==> config.mk <==
export PLATFORM = sky130hd
export DESIGN_NAME = adder_share_arbiter
export DESIGN_NICKNAME = d
export VERILOG_FILES = /design/src/rtl/adder_share_arbiter.sv
export SDC_FILE = /design/constraint.sdc
export NUM_CORES = 1
export LEC_CHECK = 0
export ABC_AREA = 1
export CORE_MARGIN = 2
export CORE_UTILIZATION = 40
export DETAILED_ROUTE_END_ITERATION = 10
export MAX_ROUTING_LAYER = met4
export PLACE_DENSITY = 0.79
export SLEW_MARGIN = 10
export SYNTH_ARGS = -nofsm -noshare
export SYNTH_HDL_FRONTEND = slang
export SYNTH_SLANG_ARGS = --single-unit
export TNS_END_PERCENT = 5
==> constraint.sdc <==
create_clock -name clock -period 3.94 [get_ports clock]
set_input_delay 1.182 -clock clock [delete_from_list [all_inputs] [get_ports clock]]
set_output_delay 1.182 -clock clock [all_outputs]
set_load 0.05 [all_outputs]
==> src/rtl/adder_share_arbiter.sv <==
// adder_share_arbiter
// Time-shares one registered W-bit adder between NREQ requesters.
// A round-robin arbiter picks a requester in IDLE and captures its operands.
// A four-state sequencer then drives the adder enable and waits out the
// adder's register stage. The sum is returned tagged with the requester id
// over a valid/ready handshake.
// Only one operation is ever outstanding.

module adder_share_arbiter #(
  parameter int NREQ = 4,
  parameter int W    = 8,
  parameter int IDW  = 2
) (
  input  logic              clock,
  input  logic              reset_n,
  input  logic              enable,
  input  logic [NREQ-1:0]   req,
  input  logic [NREQ*W-1:0] a_in,
  input  logic [NREQ*W-1:0] b_in,
  output logic [NREQ-1:0]   gnt,
  output logic [W-1:0]      add_a,
  output logic [W-1:0]      add_b,
  output logic              add_en,
  input  logic [W-1:0]      add_sum,
  output logic              resp_valid,
  output logic [IDW-1:0]    resp_id,
  output logic [W-1:0]      resp_sum,
  input  logic              resp_ready,
  output logic              busy
);

  typedef enum logic [1:0] {
    IDLE  = 2'd0,
    ISSUE = 2'd1,
    WAIT  = 2'd2,
    RESP  = 2'd3
  } state_t;

  state_t           state_q,      state_d;
  logic [IDW-1:0]   ptr_q,        ptr_d;
  logic [W-1:0]     add_a_q,      add_a_d;
  logic [W-1:0]     add_b_q,      add_b_d;
  logic [IDW-1:0]   resp_id_q,    resp_id_d;
  logic [W-1:0]     resp_sum_q,   resp_sum_d;
  logic             resp_valid_q, resp_valid_d;

  logic             grant_found;
  logic [IDW-1:0]   grant_idx;
  logic [NREQ-1:0]  grant_onehot;
  logic             grant_fire;
  logic [W-1:0]     win_a;
  logic [W-1:0]     win_b;

  // Round-robin search: the first set request strictly after the pointer,
  // wrapping modulo NREQ. The pointer itself is checked last, so the most
  // recent winner has the lowest priority.
  function automatic logic [IDW-1:0] rr_pick(input logic [NREQ-1:0] r,
                                             input logic [IDW-1:0]  p);
    logic [IDW-1:0] pick;
    logic           hit;
    int             idx;
    pick = '0;
    hit  = 1'b0;
    for (int off = 1; off <= NREQ; off++) begin
      idx = (int'(p) + off) % NREQ;
      if (!hit && r[idx[IDW-1:0]]) begin
        hit  = 1'b1;
        pick = idx[IDW-1:0];
      end
    end
    return pick;
  endfunction

  // Arbiter: choose a winner from the live request vector and select its operands.
  always_comb begin
    grant_found  = |req;
    grant_idx    = rr_pick(req, ptr_q);
    grant_onehot = '0;
    grant_onehot[grant_idx] = 1'b1;
    win_a        = a_in[int'(grant_idx)*W +: W];
    win_b        = b_in[int'(grant_idx)*W +: W];
  end

  // Sequencer: next state plus the grant and adder-enable strobes.
  // While enable is low, every adder-facing strobe is suppressed and the state
  // holds. The only exception is the response handshake, which never touches
  // the adder.
  always_comb begin
    state_d    = state_q;
    gnt        = '0;
    add_en     = 1'b0;
    grant_fire = 1'b0;
    case (state_q)
      IDLE: begin
        if (enable && grant_found) begin
          gnt        = grant_onehot;
          grant_fire = 1'b1;
          state_d    = ISSUE;
        end
      end
      ISSUE: begin
        if (enable) begin
          add_en  = 1'b1;
          state_d = WAIT;
        end
      end
      WAIT: begin
        if (enable) begin
          state_d = RESP;
        end
      end
      RESP: begin
        if (resp_ready) begin
          state_d = IDLE;
        end
      end
      default: begin
        state_d = IDLE;
      end
    endcase
  end

  // Datapath next values: operand capture at grant, sum capture after the
  // adder's register stage, and valid release on handshake.
  always_comb begin
    ptr_d        = ptr_q;
    add_a_d      = add_a_q;
    add_b_d      = add_b_q;
    resp_id_d    = resp_id_q;
    resp_sum_d   = resp_sum_q;
    resp_valid_d = resp_valid_q;

    if (grant_fire) begin
      ptr_d     = grant_idx;
      add_a_d   = win_a;
      add_b_d   = win_b;
      resp_id_d = grant_idx;
    end

    // The adder registered its sum on the ISSUE edge, so it is valid here.
    if (state_q == WAIT && enable) begin
      resp_sum_d   = add_sum;
      resp_valid_d = 1'b1;
    end

    if (state_q == RESP && resp_ready) begin
      resp_valid_d = 1'b0;
    end
  end

  // State and datapath registers. A synchronous reset discards any in-flight
  // operation without a response. It also points the arbiter at NREQ-1, so
  // requester 0 wins first.
  always_ff @(posedge clock) begin
    if (!reset_n) begin
      state_q      <= IDLE;
      ptr_q        <= IDW'(NREQ - 1);
      add_a_q      <= '0;
      add_b_q      <= '0;
      resp_id_q    <= '0;
      resp_sum_q   <= '0;
      resp_valid_q <= 1'b0;
    end else begin
      state_q      <= state_d;
      ptr_q        <= ptr_d;
      add_a_q      <= add_a_d;
      add_b_q      <= add_b_d;
      resp_id_q    <= resp_id_d;
      resp_sum_q   <= resp_sum_d;
      resp_valid_q <= resp_valid_d;
    end
  end

  // Output wiring from the registered state.
  always_comb begin
    add_a      = add_a_q;
    add_b      = add_b_q;
    resp_id    = resp_id_q;
    resp_sum   = resp_sum_q;
    resp_valid = resp_valid_q;
    busy       = (state_q != IDLE);
  end

endmodule

Word level (Yosys, flattened, before mapping)
Cells that the tools add are included.
W data, S select, Z words.
- bits in read-only memories: 0
- memories kept: 0
- bits in latches: 0
- memory bits (writable): 0
- output and inout port bits: 33
- bits in registers: 31
- reduce and logical (&&, ||, !) cells: 15
- add/sub/neg operators: 4
- bitwise operators: 1
- multiplexer cells: 28
- $lt $le $gt $ge: 6
- shift-type cells: 2
- multiply operators: 0
- divide/modulo/power cells: 0
- equality and inequality tests: 7
- operator list (cell ; number):
    $shiftx A32 B6 Y8 ; 2
    $mux W2 ; 8
    $lt A2 B3 Y1 const B ; 5
    $mux W1 ; 12
    $bmux W1 S2 ; 4
    $mux W4 ; 2
    $ne A2 B2 Y1 const B ; 4
    $pmux W2 S4 ; 1
    $logic_and A1 B1 Y1 ; 7
    $add A2 B1 Y2 const B ; 2
    $add A2 B2 Y2 const B ; 2
    $eq A2 B2 Y1 const B ; 2
    $reduce_and A4 Y1 ; 1
    $reduce_or A4 Y1 ; 1
    $logic_not A1 Y1 ; 3
    $demux W1 S2 ; 1
    $eq A2 B1 Y1 const B ; 1
    $ge A2 B1 Y1 const B ; 1
    $logic_not A2 Y1 ; 1
    $reduce_bool A2 Y1 ; 1
    $reduce_or A2 Y1 ; 1
    $not A1 Y1 ; 1

Logic depth before layout (Yosys ltp)
Gate-level depths: netlist (run 1).
- depth in word-level cells: 19
- mapped depth: 17

Worst setup path after synthesis (run 1)
No wires, ideal clock.
- path kind: input to output
- start point: input req[2]
- end point: output gnt[0]
- arrival: 2.755 ns
- required time: 2.758 ns
- stages: 12
- path slack: 0.003 ns
- path buffers: 1
- path through: nand2_1 > nand2_2 > nand2_1 > nand2_2 > a21oi_1 > nand2_2 > nand2_4 > buf_6 > inv_2 > nor2_4 > inv_2 > nor2_1
- word-level cells in the longest chain between the ends: 18
- elaborated cells on any way between the ends: 30
- those cells by class: order compare (2); mux (19); reduce/logical (9)
- ends and longest elaborated chain (what ; RTL line ; RTL):
    start, declared ; 17 ; input logic [NREQ-1:0] req,
    $bmux W1 S2 ; 66 ; if (!hit && r[idx[IDW-1:0]]) begin
    $mux W1 (implied by the code) ; 66 ;
    $mux W1 ; 66 ;
    $logic_not A1 Y1 ; 66 ;
    $logic_and A1 B1 Y1 ; 66 ;
    $mux W1 ; 66 ;
    $logic_not A1 Y1 ; 66 ;
    $logic_and A1 B1 Y1 ; 66 ;
    [... 2 more ...] ; n/a ;
    $logic_and A1 B1 Y1 ; 66 ;
    $mux W2 ; 66 ;
    $lt A2 B3 Y1 (implied by the code) / $ge A2 B1 Y1 (equally long branches) ; 79 ; grant_onehot[grant_idx] = 1'b1;
    $logic_and A1 B1 Y1 (implied by the code) ; 79 ;
    $mux W1 (implied by the code) ; 79 ;
    $demux W1 S2 ; 79 ;
    $mux W4 * ; 95 ; if (enable && grant_found) begin
    $mux W4 * ; 93 ; case (state_q)
    end, declared ; 20 ; output logic [NREQ-1:0] gnt,
Mark *: on every way between the ends. The rest lies on a longest branch, timed or not. The select of a mux whose other input is x is not followed.

Worst setup path in the final report (run 1)
- start point: input req[3]
- end point: output gnt[1]
Same word-level chain as after synthesis.

==> results of run 1 <==
layout by cell type (no fill, tap or decap), drive strengths merged, types with 4 or more instances in the layout:
cell,instances
inv,99
nand2,90
nand3,88
dfxtp,31
dlygate4sd2,4
o21ai,12
buf,21
clkdlybuf4s50,103
a21oi,5
ha,4
nor2,29
o21a,16
clkbuf,6
worst max-delay path by stage:
stage / start / end / slack, ns / depth (start not counted)
2_1_floorplan: req[2] / gnt[0] / 0.003 / 12
4_1_cts: req[3] / gnt[3] / 0.20 / 12
3_3_place_gp: req[2] / gnt[0] / -0.05 / 14
6_report: req[3] / gnt[1] / 0.15 / 13
3_5_place_dp: req[2] / gnt[2] / -0.14 / 14
5_1_grt: req[3] / gnt[3] / 0.04 / 11
flip-flops by register name (all words and copies together), names as in the netlist:
register,cells
resp_sum,8
ptr_q,2
resp_id,2
add_b,8
resp_valid,1
add_a,8
state_q,2
critical path: cells and delay by family:
family / cells / cell delay [ns]
and+or+nand+nor: 9 / 0.86
buffers and inverters: 4 / 0.57
routing by layer:
metal	vias to the layer above	track usage	share of wire
met5	-	-	0
met4	0	0.0695	0.022
met3	21	0.0644	0.089
met2	120	0.400	0.47
met1	1267	0.261	0.41
li1	1450	-	-
report_power, final:
part           switching (µW)  internal, µW  total (µW)  leakage (µW)
Clock                     120           204         324     0.0000612
Combinational            1270           727        2000       0.00162
Sequential               67.6           412         480      0.000255
Total                    1460          1340        2810       0.00194
logic make-up (layout without fill, tap and decap cells):
kind of cell             Yosys count  in the layout  synth area share
AO/OA/AOI/OAI                     37             37            0.0993
adder cells (fa/ha/maj)            4              4            0.0211
buffers and inverters            121            236             0.219
flip-flops                        31             31             0.262
AND/OR/NAND/NOR                  209            209             0.398
timing repair:
| item | CTS | global route |
|---|---|---|
| setup buffers | 1 | 0 |
| gates resized for setup | 13 | 0 |
| setup endpoints to repair | 4 | 0 |
area by class of cell:
cell class              instances  area, µm²
clock buffers                   6       82.6
clock inverters                 2       35.0
inverters                     100        375
well taps                      75       93.8
multi-input cells             250       1260
flip-flops and latches         31        621
fillers                       546       2080
repair buffers                128       1270
stage by stage:
stage / hold WS [ns] / setup WS [ns] / util / std cells / instance area, µm²
final: 0.488 / 0.153 / 0.643 / 592 / 3740
after global routing: 0.507 / 0.0404 / 0.643 / 592 / 3740
after CTS: 0.486 / 0.198 / 0.643 / 592 / 3740
after global placement: 0.455 / -0.0542 / 0.618 / 583 / 3590
after detailed placement: 0.460 / -0.137 / 0.618 / 583 / 3590
after floorplan: 0.491 / 0.00300 / - / 402 / 2370
==> impl_metrics.csv, run 1 <==
group,metric,value,unit
worst_setup_path,worstPathArrival,2.60,ns
worst_setup_path,worst_setup_path_start_kind,"input pin",
floorplanning,die_w,81.0,µm
logic_synthesis,yosys.area.top_type,"dfxtp_1",
worst_setup_path,critical_path.cell_chain,"dlygate4sd2_1, inv_1, nand2_1, nand3_1, nand2_1, nor2_2, nand2_1, nand2_4, nand2_4, inv_2, nand2_1, nor2_2, buf_12",
worst_setup_path,crit_path_max_incr_delay,0.26,ns
cts,cts_buffer_depth,2,
routing,postRouteAntennaNets,0,
logic_synthesis,yosysSeqAreaShare,0.262,
routing,viasPerCell,4.83,
routing,vias,2858,
run_status,status,"finished, final reports clean",
placed_design,place.gp.congestion,0.840,
grt,grt_pass1_wl,11700,µm
cts,cts_hold_buf,0,
floorplanning,num_io_pins,113,
layout,nets,600,
cts,cts_tree,"done",
routing,wl_per_cell,12.0,µm
power,fin_total_pwr,2810,µW
layout,syn2layout_area_growth,57.9,%
routing,drtIter0Drc,146,
logic_synthesis,synth_common_cells,"94 x inv_1, 88 x nand3_1, 82 x nand2_1, 31 x dfxtp_1, 25 x nor2_1",
sta,clock_skew,0.00964,ns
sta,tns,0,ns
grt,grt_pass1_vias,2638,
power,p_per_area,750,nW/µm²
hold_path,hold_class,"flip-flop to flip-flop",
sta,clock.fmax,264,MHz
worst_setup_path,worstReg2RegEnd,"add_a[1]",
placed_design,dp_hpwl,5450,µm
worst_setup_path,ff2ff_setup_slack,1.64,ns
logic_synthesis,synth_top_area_frac,0.262,
logic_synthesis,yosysMostFrequentCell,"inv_1",
worst_setup_path,required,2.76,ns
sta,rsz0062_at_grt,"false",
hold_path,hold_depth,2,
grt,grt_antenna_before_repair,0,
grt,grt_overflow,0,
sta,hold_viol_final,0,
logic_synthesis,syn-num-nets,486,
logic_synthesis,synthTopCellsByArea,"dfxtp_1 26%, nand3_1 19%, inv_1 15%",
run,maxCapViolCount,0,
logic_synthesis,syn_inst,402,
routing,firstDrtPassIters,4,
worst_setup_path,crit_top_cell,"nand2_1",
cts,cts_root_buf,"clkbuf_8",
sta,period_share,0.961,
sta,max_slew_margin,0.624,
logic_synthesis,synth_edf_count,0,
worst_setup_path,worstSetupPathType,"input pin to output port",
logic_synthesis,ys_seq_elements,31,
sta,period_minus_slack,3.79,ns
logic_synthesis,yosysWarnings,0,
logic_synthesis,synthFlopType,"dfxtp_1",
logic_synthesis,syn_area,2370,µm²
cts,numCtsBuffers,5,
cts,clk_latency,0.29,ns
hold_path,min_from,"resp_sum[4]",
hold_path,hold_path_end,"resp_sum[4]",
power,peakVddDrop,0.577,mV
grt,grt_max_degree,33,
routing,drcViolationCount,0,
layout,drive_gt1_frac,0.104,
logic_synthesis,avgSynthCellArea,5.89,µm²
worst_setup_path,critPathSlowestCell,"dlygate4sd2_1",
placed_design,port_buffers,112,
power,p_leak,0.00194,µW
floorplanning,core-area,5820,µm²
worst_setup_path,r2r_cells,14,
logic_synthesis,async_flop_share,0,
layout,antenna_cells,0,
worst_setup_path,path_max_fanout,3,
floorplanning,fp.dieH,81.0,µm
logic_synthesis,synth.distinct_cells,25,
worst_setup_path,r2r-start,"ptr_q[0]",
sta,slew_viol_final,0,
grt,grt_usage,0.232,
floorplanning,dieArea,6550,µm²
floorplanning,rows,28,
worst_setup_path,endpoint_kind,"output port",
sta,worst_pin_slew,0.562,ns
cts,htree_levels,2,
floorplanning,start_util,0.407,
sta,setup_viol,0,
routing,routed_wl,7110,µm
cts,cts.sinks,31,
cts,clk_pin_slew,0.07,ns
Note: power is estimated with default switching activity, not from simulation.
==> run 2, diff against run 1 <==
- clock period: 3.94 -> 4.38 ns (I/O delays scaled with it)
==> impl_metrics.csv, run 2 (synthesis gave the netlist of run 1 again) <==
group,metric,value,unit
run_status,status,"finished, final reports clean",
sta,slew_viol_final,0,
routing,viasPerCell,4.69,
floorplanning,die_w,81.0,µm
grt,grtUsageMet3,0.0678,
floorplanning,dieArea,6550,µm²
worst_setup_path,r2r-start,"ptr_q[0]",
power,p_leak,0.00190,µW
sta,period_minus_slack,4.27,ns
cts,cts.sinks,31,
grt,grt_max_degree,33,
layout,layout_common_cells,"106 x clkdlybuf4s50_1, 94 x inv_1, 88 x nand3_1",
layout,final_common_cell,"clkdlybuf4s50_1",
power,p_int,1110,µW
layout,nets,594,
cts,cts_hold_buf,0,
cts,clk_pin_slew,0.07,ns
cts,cts_tree,"done",
routing,drtIter0Drc,104,
grt,grt_use_met2,0.380,
floorplanning,start_util,0.407,
cts,htree_levels,2,
cts,clk_latency,0.29,ns
routing,drcViolationCount,0,
power,p_comb_frac,0.728,
sta,hold_viol_final,0,
worst_setup_path,worstReg2RegEnd,"add_b[5]",
power,seqPwrFrac,0.180,
worst_setup_path,worst_setup_path_start_kind,"input pin",
cts,cts_setup_buffers,0,
grt,grt_antenna_before_repair,0,
layout,fillers,533,
layout,antenna_cells,0,
sta,rsz0062_at_grt,"true",
floorplanning,num_io_pins,113,
routing,wl_per_cell,11.7,µm
layout,fin_util,0.629,
floorplanning,rows,28,
grt,gr-max-usage-layer,"met2",
power,p_switching,1290,µW
floorplanning,core-area,5820,µm²
hold_path,min_from,"resp_id[1]",
hold_path,hold_class,"flip-flop to flip-flop",
routing,firstDrtPassIters,4,
sta,clock.fmax,234,MHz
sta,max_slew_margin,0.298,
power,power.share.clock,0.092,
floorplanning,fp.dieH,81.0,µm
grt,grt_pass1_wl,11200,µm
worst_setup_path,endpoint_kind,"output port",
power,peakVddDrop,0.543,mV
cts,cts_resized,0,
cts,numCtsBuffers,5,
placed_design,place.gp.congestion,0.845,
routing,vias,2747,
hold_path,hold_path_end,"resp_id[1]",
worst_setup_path,r2r_cells,14,
grt,grt_pass1_vias,2546,
grt,grt_overflow,0,
hold_path,hold_depth,2,
power,p_per_area,656,nW/µm²
run,maxCapViolCount,0,
sta,clock_skew,0.00574,ns
power,fin_total_pwr,2400,µW
routing,postRouteAntennaNets,0,
sta,worst_pin_slew,1.05,ns
worst_setup_path,worstSetupPathType,"input pin to output port",
sta,setup_viol,0,
worst_setup_path,path_max_fanout,3,
worst_setup_path,worstPathArrival,2.96,ns
worst_setup_path,required,3.07,ns
cts,cts_root_buf,"clkbuf_8",
grt,grtUsageMet1,0.260,
grt,grt_usage,0.224,
worst_setup_path,ff2ff_setup_slack,2.17,ns
sta,period_share,0.975,
placed_design,port_buffers,112,
layout,drive_gt1_frac,0.0920,
cts,cts_buffer_depth,2,
layout,syn2layout_area_growth,54.4,%
placed_design,dp_hpwl,5250,µm
power,power_switching_share,0.537,
routing,routed_wl,6850,µm
## run 2: final cells by class
cell class                      instances  area [µm²]  area share
Tap cell                               75        93.8      0.0257
Sequential cell                        31         621       0.170
Timing Repair Buffer                  122        1240       0.338
Multi-Input combinational cell        250        1250       0.341
Clock buffer                            5        68.8      0.0188
Clock inverter                          3        15.0     0.00411
Inverter                              100         375       0.103
## run 2: metrics by stage
stage | std cells | worst slack [ns] | setup TNS (ns) | instance area, µm² | hold WS (ns)
detailed placement | 578 | 0.0537 | 0 | 3550 | 0.475
finish | 586 | 0.110 | 0 | 3660 | 0.484
global route | 586 | -0.0185 | -0.0365 | 3660 | 0.506
global placement | 578 | 0.119 | 0 | 3550 | 0.461
CTS | 586 | 0.0444 | 0 | 3640 | 0.484
floorplan | 402 | 0.179 | 0 | 2370 | 0.491
## run 2: critical path: stages
cell	delay [ns]
clkdlybuf4s50_1	0.52
nand2_1	0.09
nand2_2	0.10
nand2_2	0.07
nand2_2	0.09
nor2_1	0.05
nor2_2	0.12
nand2_4	0.07
nand2_4	0.06
inv_2	0.05
nor2_4	0.09
inv_2	0.05
nor2_2	0.12
buf_12	0.15
## run 2: worst max-delay path by stage
| stage | from | to | slack (ns) | cells after the start |
|---|---|---|---|---|
| 6_report | req[0] | gnt[0] | 0.11 | 14 |
| 5_1_grt | req[0] | gnt[0] | -0.02 | 14 |
| 2_1_floorplan | req[2] | gnt[0] | 0.18 | 12 |
| 3_5_place_dp | req[1] | gnt[2] | 0.05 | 14 |
| 4_1_cts | req[1] | gnt[2] | 0.04 | 14 |
| 3_3_place_gp | req[1] | gnt[0] | 0.12 | 14 |
## run 2: power groups by stage
stage	clock, µW	sequential, µW	combinational, µW
detailed placement	0	436	1730
finish	220	431	1750
global route	240	443	1920
CTS	224	431	1740
global placement	0	432	1710
floorplan	0	672	1040
## run 2: layer usage
metal,share of wire,wire length [µm]
met2,0.48,3300
met5,0,0
met4,0.011,78
met1,0.43,2920
met3,0.081,553
